[config.mk]
export PLATFORM = sky130hd
export DESIGN_NAME = sir_bus_master
export DESIGN_NICKNAME = d
export VERILOG_FILES = /design/src/rtl/sir_bus_master.sv
export SDC_FILE = /design/constraint.sdc
export NUM_CORES = 1
export LEC_CHECK = 0
export CAP_MARGIN = 20
export CORE_MARGIN = 3
export CORE_UTILIZATION = 45
export CTS_BUF_LIST = sky130_fd_sc_hd__clkbuf_8
export DETAILED_ROUTE_END_ITERATION = 7
export PLACE_DENSITY = 0.88
export SLEW_MARGIN = 40
export SYNTH_ARGS = -nofsm -noshare
export SYNTH_HDL_FRONTEND = slang
export SYNTH_SLANG_ARGS = --single-unit
[constraint.sdc]
create_clock -name clk -period 2.7 [get_ports clk]
set_input_delay 0.54 -clock clk [delete_from_list [all_inputs] [get_ports clk]]
set_output_delay 0.54 -clock clk [all_outputs]
set_load 0.01 [all_outputs]
[src/rtl/sir_bus_master.sv]
// sir_bus_master: single-outstanding initiator for the Sir register bus with ack timeout
module sir_bus_master #(
    parameter int ADDR_W  = 16,
    parameter int DATA_W  = 32,
    parameter int TIMEOUT = 64
) (
    input  logic              clk,
    input  logic              rst,
    input  logic              cmd_valid,
    output logic              cmd_ready,
    input  logic              cmd_read,
    input  logic [ADDR_W-1:0] cmd_addr,
    input  logic [DATA_W-1:0] cmd_wdat,
    output logic              rsp_valid,
    input  logic              rsp_ready,
    output logic [DATA_W-1:0] rsp_rdat,
    output logic              rsp_err,
    output logic              busy,
    output logic [ADDR_W-1:0] SirAddr,
    output logic              SirRead,
    output logic [DATA_W-1:0] SirWdat,
    output logic              SirSel,
    input  logic              SirDack,
    input  logic [DATA_W-1:0] SirRdat
);
    localparam int CW = $clog2(TIMEOUT);

    typedef enum logic [1:0] {IDLE, SEL, WAIT, RSP} state_t;

    state_t        state, state_nx;
    logic [CW-1:0] cnt;
    logic          last;

    assign last = cnt == CW'(TIMEOUT - 1);

    // state register
    always_ff @(posedge clk) begin
        if (rst) state <= IDLE;
        else     state <= state_nx;
    end

    // next state and state-decoded outputs; an ack on the terminal count still wins
    always_comb begin
        state_nx  = state == IDLE ? (cmd_valid ? SEL : IDLE)
                  : state == SEL  ? WAIT
                  : state == WAIT ? ((SirDack || last) ? RSP : WAIT)
                  : (rsp_ready ? IDLE : RSP);
        cmd_ready = state == IDLE;
        SirSel    = state == SEL;
        rsp_valid = state == RSP;
        busy      = state != IDLE;
    end

    // command capture, saturating wait counter and response capture
    always_ff @(posedge clk) begin
        if (rst) begin
            SirAddr  <= '0;
            SirRead  <= 1'b0;
            SirWdat  <= '0;
            cnt      <= '0;
            rsp_rdat <= '0;
            rsp_err  <= 1'b0;
        end else begin
            if (state == IDLE && cmd_valid) begin
                SirAddr <= cmd_addr;
                SirRead <= cmd_read;
                SirWdat <= cmd_wdat;
            end
            if (state == SEL)
                cnt <= '0;
            else if (state == WAIT && !last)
                cnt <= cnt + CW'(1);
            if (state == WAIT && (SirDack || last)) begin
                rsp_rdat <= (SirDack && SirRead) ? SirRdat : '0;
                rsp_err  <= !SirDack;
            end
        end
    end
endmodule

==> results.cfg, run 1 <==
[global_routing]
grt_max_degree = 50
grt_usage_pct = 20.82
grt_pass1_wl_um = 14930
grt-ovfl-total = 0
grt_pass1_vias = 3262
antenna_found_initial = 0

[synth]
synth_area_um2 = 3500
netlist_instances = 420
syn-mean-instance-area_um2 = 8.332
synth_ff_type = dfxtp_1
ys_seq_elements = 90
synth.largest_area_cell = dfxtp_1
yosysMostFrequentCell = nand2_1
synthDistinctLibCells = 33
ys.warnings.count = 0
yosysSeqAreaShare_pct = 51.48
synth_edf_count = 0
async_flop_share_pct = 0
synth_common_cells = 169 x nand2_1, 90 x dfxtp_1, 53 x a21oi_1
synth_nets = 507
netlist_top_cells_area = dfxtp_1 51%, nand2_1 18%, mux2i_1 9.4%
yosys.area.top_type_share_pct = 51.48

[sta]
relSlewSlack_pct = 58.04
slew_viol_final = 0
holdWs_ns = 0.4567
grt_setup_unrepaired = false
tightestPinTransition_ns = 0.6286
finalCritPeriodShare_pct = 91.37
finalHoldViolCount = 0
fin_setup_tns_ns = 0
setup_viol = 0
period_minus_slack_ns = 2.467
max_clock_freq_mhz = 405.3
fin_skew_ns = 0.01050

[cts]
cts-resized-gates = 0
cts_root_buffer = clkbuf_8
cts_made_buffers = 9
clockBufferDepth = 2
htreeDepth = 3
cts_tree = done
postCtsHoldBufs = 0
clkSinkCount = 90
post_cts_buffers = 0
clk_pin_slew_ns = 0.09
clk_latency_ns = 0.34

[detailed_routing]
drt_wl_total_um = 9278
drc_errors = 0
wire_per_inst_um = 13.58
vias = 3399
drt_iter0_markers = 191
ant_nets = 0
drt_pass1_iterations = 5
vias_per_cell = 4.977

[floorplan]
start_util_pct = 47.24
num_rows = 31
core-area_um2 = 7408
io_pins = 172
die_h_um = 94.19
dieArea_um2 = 8871
die_x_um = 94.19

[final_layout]
regArea_um2 = 1802
multi_input_area_um2 = 1530
drive_gt1_share_pct = 4.795
nets = 666
antenna_cells = 0
nFillCells = 560
area_growth_pct = 55.45

[hold_path]
holdPathStages = 2
hold_class = reg -> reg

[power_and_ir_drop]
vdd_drop_max_mv = 0.3327
combPwrFrac_pct = 18.2
p_int_mw = 2.103
leakage_nw = 1.926
pwr-share-clk_pct = 31.4
swShare_pct = 25.93
sequentialPowerShare_pct = 50.4
net-switching-power_mw = 0.7362
power_density_nw_per_um2 = 521.9

[worst_setup_path]
critPathKind = reg -> out
cp-end-kind = output port
cp-start-kind = flop
critPathRequiredTime_ns = 2.16
crit_fanout = 14
r2r_cells = 5
arrival_ns = 1.93

[placed_design]
hpwl_um = 6754
gp_congestion = 0.8364
io_buffer_count = 171

[run_status]
status = finished, final reports clean

[flow_run]
maxCapViolations = 0
-- layout make-up --
type	instances	share of cell area, %
Clock inverter	7	1.288
Inverter	5	0.3450
Clock buffer	9	2.277
Timing Repair Buffer	178	32.57
Tap cell	99	2.277
Sequential cell	90	33.12
Multi-Input combinational cell	295	28.13
-- routing by layer --
| metal | up-vias | track usage [%] | share of wire, % |
|---|---|---|---|
| li1 | 1694 | - | - |
| met1 | 1568 | 24.56 | 41 |
| met2 | 123 | 36.11 | 49 |
| met3 | 14 | 5.929 | 8.5 |
| met4 | 0 | 6.980 | 1.5 |
| met5 | - | 0 | 0 |
-- cells by family after synthesis --
kind of cell | after synthesis | share of synthesized area [%]
AND/OR/NAND/NOR | 195 | 22.81
multiplexers | 33 | 9.439
buffers and inverters | 35 | 4.969
adder cells (fa/ha/maj) | 1 | 0.3575
AO/OA/AOI/OAI | 66 | 10.94
flip-flops | 90 | 51.48
-- power groups by stage --
stage,combinational [mW],sequential (mW),clock (mW)
after floorplan,0.210,1.48,0
after global placement,0.507,1.46,0
after detailed placement,0.517,1.46,0
after CTS,0.520,1.43,0.922
after global routing,0.562,1.44,0.989
final,0.517,1.43,0.892
-- state kept, by name, indices dropped and copies added, names as in the netlist --
signal,cells
SirAddr,16
SirRead,1
SirWdat,32
cnt,6
rsp_err,1
rsp_rdat,32
state,2
-- path summary, 6_finish.rpt --
check	start	endpoint	slack, ns
setup / recovery	state[0]	SirSel	0.23
hold / removal	SirAddr[6]	SirAddr[6]	0.46
setup reg to reg	state[1]	rsp_rdat[9]	0.87
hold reg to reg	SirAddr[6]	SirAddr[6]	0.46
-- metrics by stage --
step / cell area, um2 / utilization [%] / power [mW] / cells / setup slack [ns]
after global placement: 5246 / 70.82 / 1.965 / 667 / 0.6183
after floorplan: 3500 / - / 1.687 / 420 / 1.149
final: 5440 / 73.43 / 2.839 / 683 / 0.2330
after CTS: 5440 / 73.43 / 2.873 / 683 / 0.2066
after global routing: 5440 / 73.43 / 2.990 / 683 / 0.05155
after detailed placement: 5246 / 70.82 / 1.979 / 667 / 0.5896
-- layout by cell type, fill, tap and decap left out, types with 2 or more instances in the layout --
| cell type | count |
|---|---|
| a21oi_1 | 53 |
| a311oi_1 | 2 |
| a31oi_1 | 2 |
| a41oi_1 | 2 |
| and2_1 | 2 |
| and3_1 | 3 |
| buf_4 | 6 |
| clkbuf_8 | 9 |
| clkdlybuf4s50_1 | 170 |
| clkinvlp_4 | 3 |
| dfxtp_1 | 90 |
| inv_1 | 5 |
| mux2i_1 | 33 |
| nand2_1 | 169 |
| nand3_1 | 2 |
| nor2_1 | 4 |
| nor2b_1 | 3 |
| nor3_1 | 2 |
| nor4_1 | 3 |
| o32ai_1 | 2 |
-- worst max-delay path, cell delays in order (launching register included) --
cell and delay [ns]:
dfxtp_1 0.62, inv_1 0.21, nor2_1 0.18, clkdlybuf4s50_1 0.58
Power figures use the tool's default switching activity.
==> run 2: changes to the inputs <==
--- a/config.mk
+++ b/config.mk
@@ -7,10 +7,10 @@
 export LEC_CHECK = 0
 export CAP_MARGIN = 20
 export CORE_MARGIN = 3
-export CORE_UTILIZATION = 45
+export CORE_UTILIZATION = 35
 export CTS_BUF_LIST = sky130_fd_sc_hd__clkbuf_8
 export DETAILED_ROUTE_END_ITERATION = 7
-export PLACE_DENSITY = 0.88
+export PLACE_DENSITY = 0.71
 export SLEW_MARGIN = 40
 export SYNTH_ARGS = -nofsm -noshare
 export SYNTH_HDL_FRONTEND = slang
==> run 2 against run 1 <==
Register-to-register slack lost 0.13 ns. Routed wire length grew 1.9%. Worst hold slack lost 0.00081 ns. Die area grew 27%. Cell count grew 4.1%. Maximum frequency shrank 1.9%. Sequential share of layout area shrank 0.47 points. Cell area grew 1.4%. Clock power grew 24%. Clock skew shrank 0.0019 ns. Power grew 7.5%. Highest routed layer unchanged. Combinational power shrank 2%.
==> results.cfg, run 2 (synthesized netlist as in run 1, its figures left out) <==
[run_status]
status = finished, final reports clean

[cts]
cts_tree = done
clk_pin_slew_ns = 0.09
clkSinkCount = 90
htreeDepth = 3
cts_made_buffers = 9
cts-resized-gates = 0
cts_root_buffer = clkbuf_8
postCtsHoldBufs = 0
clk_latency_ns = 0.34
clockBufferDepth = 2
post_cts_buffers = 0

[worst_setup_path]
cp-start-kind = flop
arrival_ns = 1.97
critPathKind = reg -> out
cpPeakStageDelay_ns = 0.63
timing.rr.start = state[1]
critPathRequiredTime_ns = 2.16
crit_fanout = 14
r2r_cells = 4
r2r_slack_ns = 0.74
cp_slowest_cell = dfxtp_1
cp-end-kind = output port
crit_chain = inv_1 > nor2_1 > clkdlybuf4s50_1
r2r_end = rsp_rdat[23]

[sta]
fin_ws_ns = 0.1864
fin_skew_ns = 0.008602
finalCritPeriodShare_pct = 93.10
setup_viol = 0
relSlewSlack_pct = 55.20
tightestPinTransition_ns = 0.6711
finalHoldViolCount = 0
max_clock_freq_mhz = 397.8
grt_setup_unrepaired = false
period_minus_slack_ns = 2.514
slew_viol_final = 0
fin_setup_tns_ns = 0

[detailed_routing]
drt_wl_total_um = 9457
drc_errors = 0
drt_iter0_markers = 129
ant_nets = 0
vias = 3346
drt_pass1_iterations = 5
vias_per_cell = 4.706
wire_per_inst_um = 13.30

[global_routing]
grt_max_degree = 50
grt_usage_pct = 16.47
grt_pass1_wl_um = 15440
grt_pass1_vias = 3254
grt-ovfl-total = 0
antenna_found_initial = 0

[floorplan]
dieArea_um2 = 11230
start_util_pct = 37.00
die_h_um = 106.0
core-area_um2 = 9459
num_rows = 35
die_x_um = 106.0
io_pins = 172

[placed_design]
pre_cts_slack_ns = 0.5641
io_buffer_count = 171
hpwl_um = 6811
gp_congestion = 0.8063

[final_layout]
drive_gt1_share_pct = 4.639
final_common_cell = clkdlybuf4s50_1
final_cell_mix = 170 x clkdlybuf4s50_1, 169 x nand2_1, 90 x dfxtp_1, 53 x a21oi_1, 33 x mux2i_1
antenna_cells = 0
area_growth_pct = 57.70
top_regs = SirWdat: 32 flops, rsp_rdat: 32 flops, SirAddr: 16 flops
nets = 664

[hold_path]
min_to = SirWdat[11]
holdPathStages = 2
hp-start = SirWdat[11]
hold_class = reg -> reg

[power_and_ir_drop]
power_density_nw_per_um2 = 553.3
leakage_nw = 1.949
vdd_drop_max_mv = 0.3156

[flow_run]
maxCapViolations = 0
[run 2: cell count changes in the layout (fill, tap and decap cells not counted)]
| cell | before | now |
|---|---|---|
| buf_4 | 6 | 4 |
| bufinv_16 | 1 | 3 |
| clkbuf_8 | 9 | 10 |
| clkinv_4 | 0 | 1 |
| clkinvlp_4 | 3 | 0 |
| inv_1 | 5 | 4 |
[run 2: worst max-delay path: cells and delay by family (launching register included)]
kind	cells	cell delay [ns]
buffers and inverters	2	0.81
DFF	1	0.63
and+or+nand+nor	1	0.19
[run 2: cell type report]
class	instances	area [um2]
fill	864	3940
multi-input combinational	295	1530
clock inverter	6	112.6
tap	129	161.4
timing repair buffer	176	1757
sequential	90	1802
inverter	5	18.77
clock buffer	10	137.6
[run 2: how the worst max path moves through the flow]
stage	start	to	slack, ns	depth (start not counted)
final	state[0]	SirSel	0.19	3
after global placement	state[0]	SirSel	0.63	3
after CTS	state[0]	SirSel	0.17	3
after global routing	state[0]	SirSel	0.006	3
after detailed placement	state[0]	SirSel	0.56	3
after floorplan	state[1]	busy	1.15	4
[run 2: layer usage]
| layer | part of all wire, % | global-route usage [%] | wire [um] |
|---|---|---|---|
| met1 | 43 | 19.72 | 4095 |
| met2 | 47 | 27.60 | 4462 |
| met3 | 8.3 | 6.072 | 785 |
| met4 | 1.2 | 4.903 | 114 |
| met5 | 0 | 0 | 0 |
[run 2: power breakdown]
group / total, mW / leakage (nW) / internal, mW / switching (mW)
clock: 1.11 / 0.127 / 0.644 / 0.469
combinational: 0.505 / 1.09 / 0.284 / 0.221
sequential: 1.44 / 0.733 / 1.39 / 0.0466
[run 2: metrics by stage]
stage	cells	power (mW)	util, %	instance area (um2)	hold slack (ns)
final	711	3.054	58.35	5519	0.4559
after global routing	711	3.204	58.35	5519	0.4755
after CTS	711	3.106	58.35	5519	0.4584
after detailed placement	695	1.976	55.70	5269	0.4457
after global placement	695	1.967	55.70	5269	0.4409
after floorplan	420	1.687	-	3500	0.4786
==> run 3: changes to the inputs <==
--- a/config.mk
+++ b/config.mk
@@ -5,12 +5,13 @@
 export SDC_FILE = /design/constraint.sdc
 export NUM_CORES = 1
 export LEC_CHECK = 0
+export ABC_AREA = 1
 export CAP_MARGIN = 20
 export CORE_MARGIN = 3
-export CORE_UTILIZATION = 35
+export CORE_UTILIZATION = 42
 export CTS_BUF_LIST = sky130_fd_sc_hd__clkbuf_8
 export DETAILED_ROUTE_END_ITERATION = 7
-export PLACE_DENSITY = 0.71
+export PLACE_DENSITY = 0.82
 export SLEW_MARGIN = 40
 export SYNTH_ARGS = -nofsm -noshare
 export SYNTH_HDL_FRONTEND = slang
==> constraint.sdc (replaced) <==
create_clock -name clk -period 2.65 [get_ports clk]
set_input_delay 0.53 -clock clk [delete_from_list [all_inputs] [get_ports clk]]
set_output_delay 0.53 -clock clk [all_outputs]
set_load 0.01 [all_outputs]
==> run 3 against run 2 <==
Worst hold slack about the same. Utilization up 9.3 points. First-iteration DRC count down 36%. Global-route usage up 3.7 points. Cell area up 2.2%. Area after synthesis up 5.0%. Combinational power up 40%. Synthesized cell count up 21%. Worst setup slack better by 0.42 ns. Routed wire length up 6.0%. Critical path depth down 1.
==> results.cfg, run 3 <==
[power_and_ir_drop]
pwr-share-clk_pct = 32.2
combPwrFrac_pct = 21.5
power_mw = 3.275
swShare_pct = 25.28
net-switching-power_mw = 0.8279
p_int_mw = 2.447
vdd_drop_max_mv = 0.3297
sequentialPowerShare_pct = 46.3
leakage_nw = 2.394
power_density_nw_per_um2 = 580.4

[synth]
yosysSeqAreaShare_pct = 49.01
netlist_instances = 509
synth_top_family_by_area = simple AND/OR/NAND/NOR gates
yosys.area.top_type_share_pct = 49.01
syn-mean-instance-area_um2 = 7.222
yosysMostFrequentCell = nor2_1
synth_common_cells = 155 x nor2_1, 90 x dfxtp_1, 53 x inv_1
synth_edf_count = 0
synth_ff_type = dfxtp_1
synth.largest_area_cell = dfxtp_1
ys_seq_elements = 90
synth_compound_area_share_pct = 9.769
synth_nets = 596
synthAdderAreaFrac_pct = 0.3404
synthDistinctLibCells = 25
ys.warnings.count = 0
synthSimpleGateAreaFrac_pct = 30.46
synth_xor_area_share_pct = 0
synth_area_um2 = 3676
async_flop_share_pct = 0
netlist_top_cells_area = dfxtp_1 49%, nor2_1 16%, o21ai_0 6.9%
synthMuxAreaShare_pct = 0

[cts]
clockBufferDepth = 2
clk_latency_ns = 0.34
postCtsHoldBufs = 0
cts_root_buffer = clkbuf_8
clk_pin_slew_ns = 0.08
cts_tree = done
post_cts_buffers = 0
htreeDepth = 3
cts_made_buffers = 9
cts-resized-gates = 0
clkSinkCount = 90

[worst_setup_path]
crit_buf_inv = 1
cp-start-kind = flop
timing.rr.start = cnt[0]
crit_fanout = 4
cpPeakStageDelay_ns = 0.58
cp_slowest_cell = clkdlybuf4s50_1
arrival_ns = 1.51
path_delay_family = buffers and inverters
r2r_cells = 8
cp-end-kind = output port
setup.worst_path.end = cmd_ready
r2r_slack_ns = 0.98
crit_chain = nor2_2 > clkdlybuf4s50_1
r2r_end = rsp_rdat[26]
worst-path-stages = 2
crit_start = state[1]
critPathRequiredTime_ns = 2.12
critPathKind = reg -> out

[sta]
finalHoldViolCount = 0
period_minus_slack_ns = 2.039
tightestPinTransition_ns = 0.3799
fin_setup_tns_ns = 0
relSlewSlack_pct = 74.67
max_clock_freq_mhz = 490.4
finalCritPeriodShare_pct = 76.94
grt_setup_unrepaired = false
setup_viol = 0
slew_viol_final = 0
fin_skew_ns = 0.01272

[global_routing]
grt_pass1_wl_um = 16280
antenna_found_initial = 0
grt_max_degree = 71
grt_usage_pct = 20.19
grt-ovfl-total = 0
grt_pass1_vias = 3639

[final_layout]
nets = 752
area_growth_pct = 53.51
top_regs = SirWdat: 32 flops, rsp_rdat: 32 flops, SirAddr: 16 flops
nFillCells = 666
final_common_cell = clkdlybuf4s50_1
antenna_cells = 0
final_cell_mix = 171 x clkdlybuf4s50_1, 155 x nor2_1, 90 x dfxtp_1, 54 x inv_1, 51 x o21ai_0
multi_input_area_um2 = 1491
regArea_um2 = 1802
drive_gt1_share_pct = 5.988

[floorplan]
io_pins = 172
core-area_um2 = 8341
die_x_um = 99.56
num_rows = 33
die_h_um = 99.56
dieArea_um2 = 9911
start_util_pct = 44.07

[placed_design]
io_buffer_count = 171
gp_congestion = 0.7676
hpwl_um = 7237

[detailed_routing]
drc_errors = 0
wire_per_inst_um = 12.97
drt_wl_total_um = 10030
vias_per_cell = 4.859
drt_iter0_markers = 83
vias = 3756
ant_nets = 0
drt_pass1_iterations = 4

[flow_run]
maxCapViolations = 0

[run_status]
status = finished, final reports clean

[hold_path]
hold_class = reg -> reg
run 3: per-layer routing:
metal  vias to the layer above  wire length (um)  GRT usage (%)
met4                         0               143          7.668
met1                      1710              3996          22.13
met2                       132              4860          34.35
li1                       1901                 -              -
met3                        13              1026          8.976
met5                         -                 0              0
run 3: final cells by class:
class                      count  area share (%)
clock buffer                   9           2.195
sequential                    90           31.93
timing repair buffer         177           31.57
clock inverter                 5           1.729
tap                          105           2.328
multi-input combinational    331           26.43
inverter                      56           3.814
run 3: worst register-to-register path: cells and delay by family (launching register included):
| kind | cells | cell delay [ns] |
|---|---|---|
| adders and majority gates | 1 | 0.23 |
| buffers and inverters | 1 | 0.10 |
| DFF | 1 | 0.40 |
| and+or+nand+nor | 6 | 0.84 |
run 3: cell families (layout without fill, tap and decap cells):
| family | count (synthesis) | after routing |
|---|---|---|
| simple gates | 259 | 259 |
| fa+ha+maj | 1 | 1 |
| flops | 90 | 90 |
| buf+inv | 88 | 247 |
| compound gates | 71 | 71 |
run 3: how the worst min path moves through the flow:
stage	startpoint	end	slack [ns]	depth (start not counted)
detailed placement	rsp_err	rsp_err	0.45	2
global route	rsp_err	rsp_err	0.48	2
CTS	rsp_err	rsp_err	0.46	2
global placement	rsp_err	rsp_err	0.43	2
finish	rsp_err	rsp_err	0.46	2
floorplan	rsp_err	rsp_err	0.47	2
run 3: stage by stage:
step | hold WS, ns | instances | setup WS [ns] | cell area, um2 | util (%)
3_3_place_gp | 0.4348 | 759 | 0.7782 | 5421 | 65.00
2_1_floorplan | 0.4695 | 509 | 1.246 | 3676 | -
3_5_place_dp | 0.4450 | 759 | 0.7478 | 5421 | 65.00
5_1_grt | 0.4826 | 773 | 0.5364 | 5643 | 67.66
4_1_cts | 0.4572 | 773 | 0.5960 | 5643 | 67.66
6_report | 0.4563 | 773 | 0.6110 | 5643 | 67.66
run 3: power by group through the flow:
stage	Combinational, mW	Sequential [mW]	Clock [mW]
2_1_floorplan	0.280	1.59	0
3_3_place_gp	0.699	1.54	0
3_5_place_dp	0.709	1.55	0
4_1_cts	0.713	1.52	1.08
5_1_grt	0.777	1.53	1.13
6_report	0.706	1.52	1.05
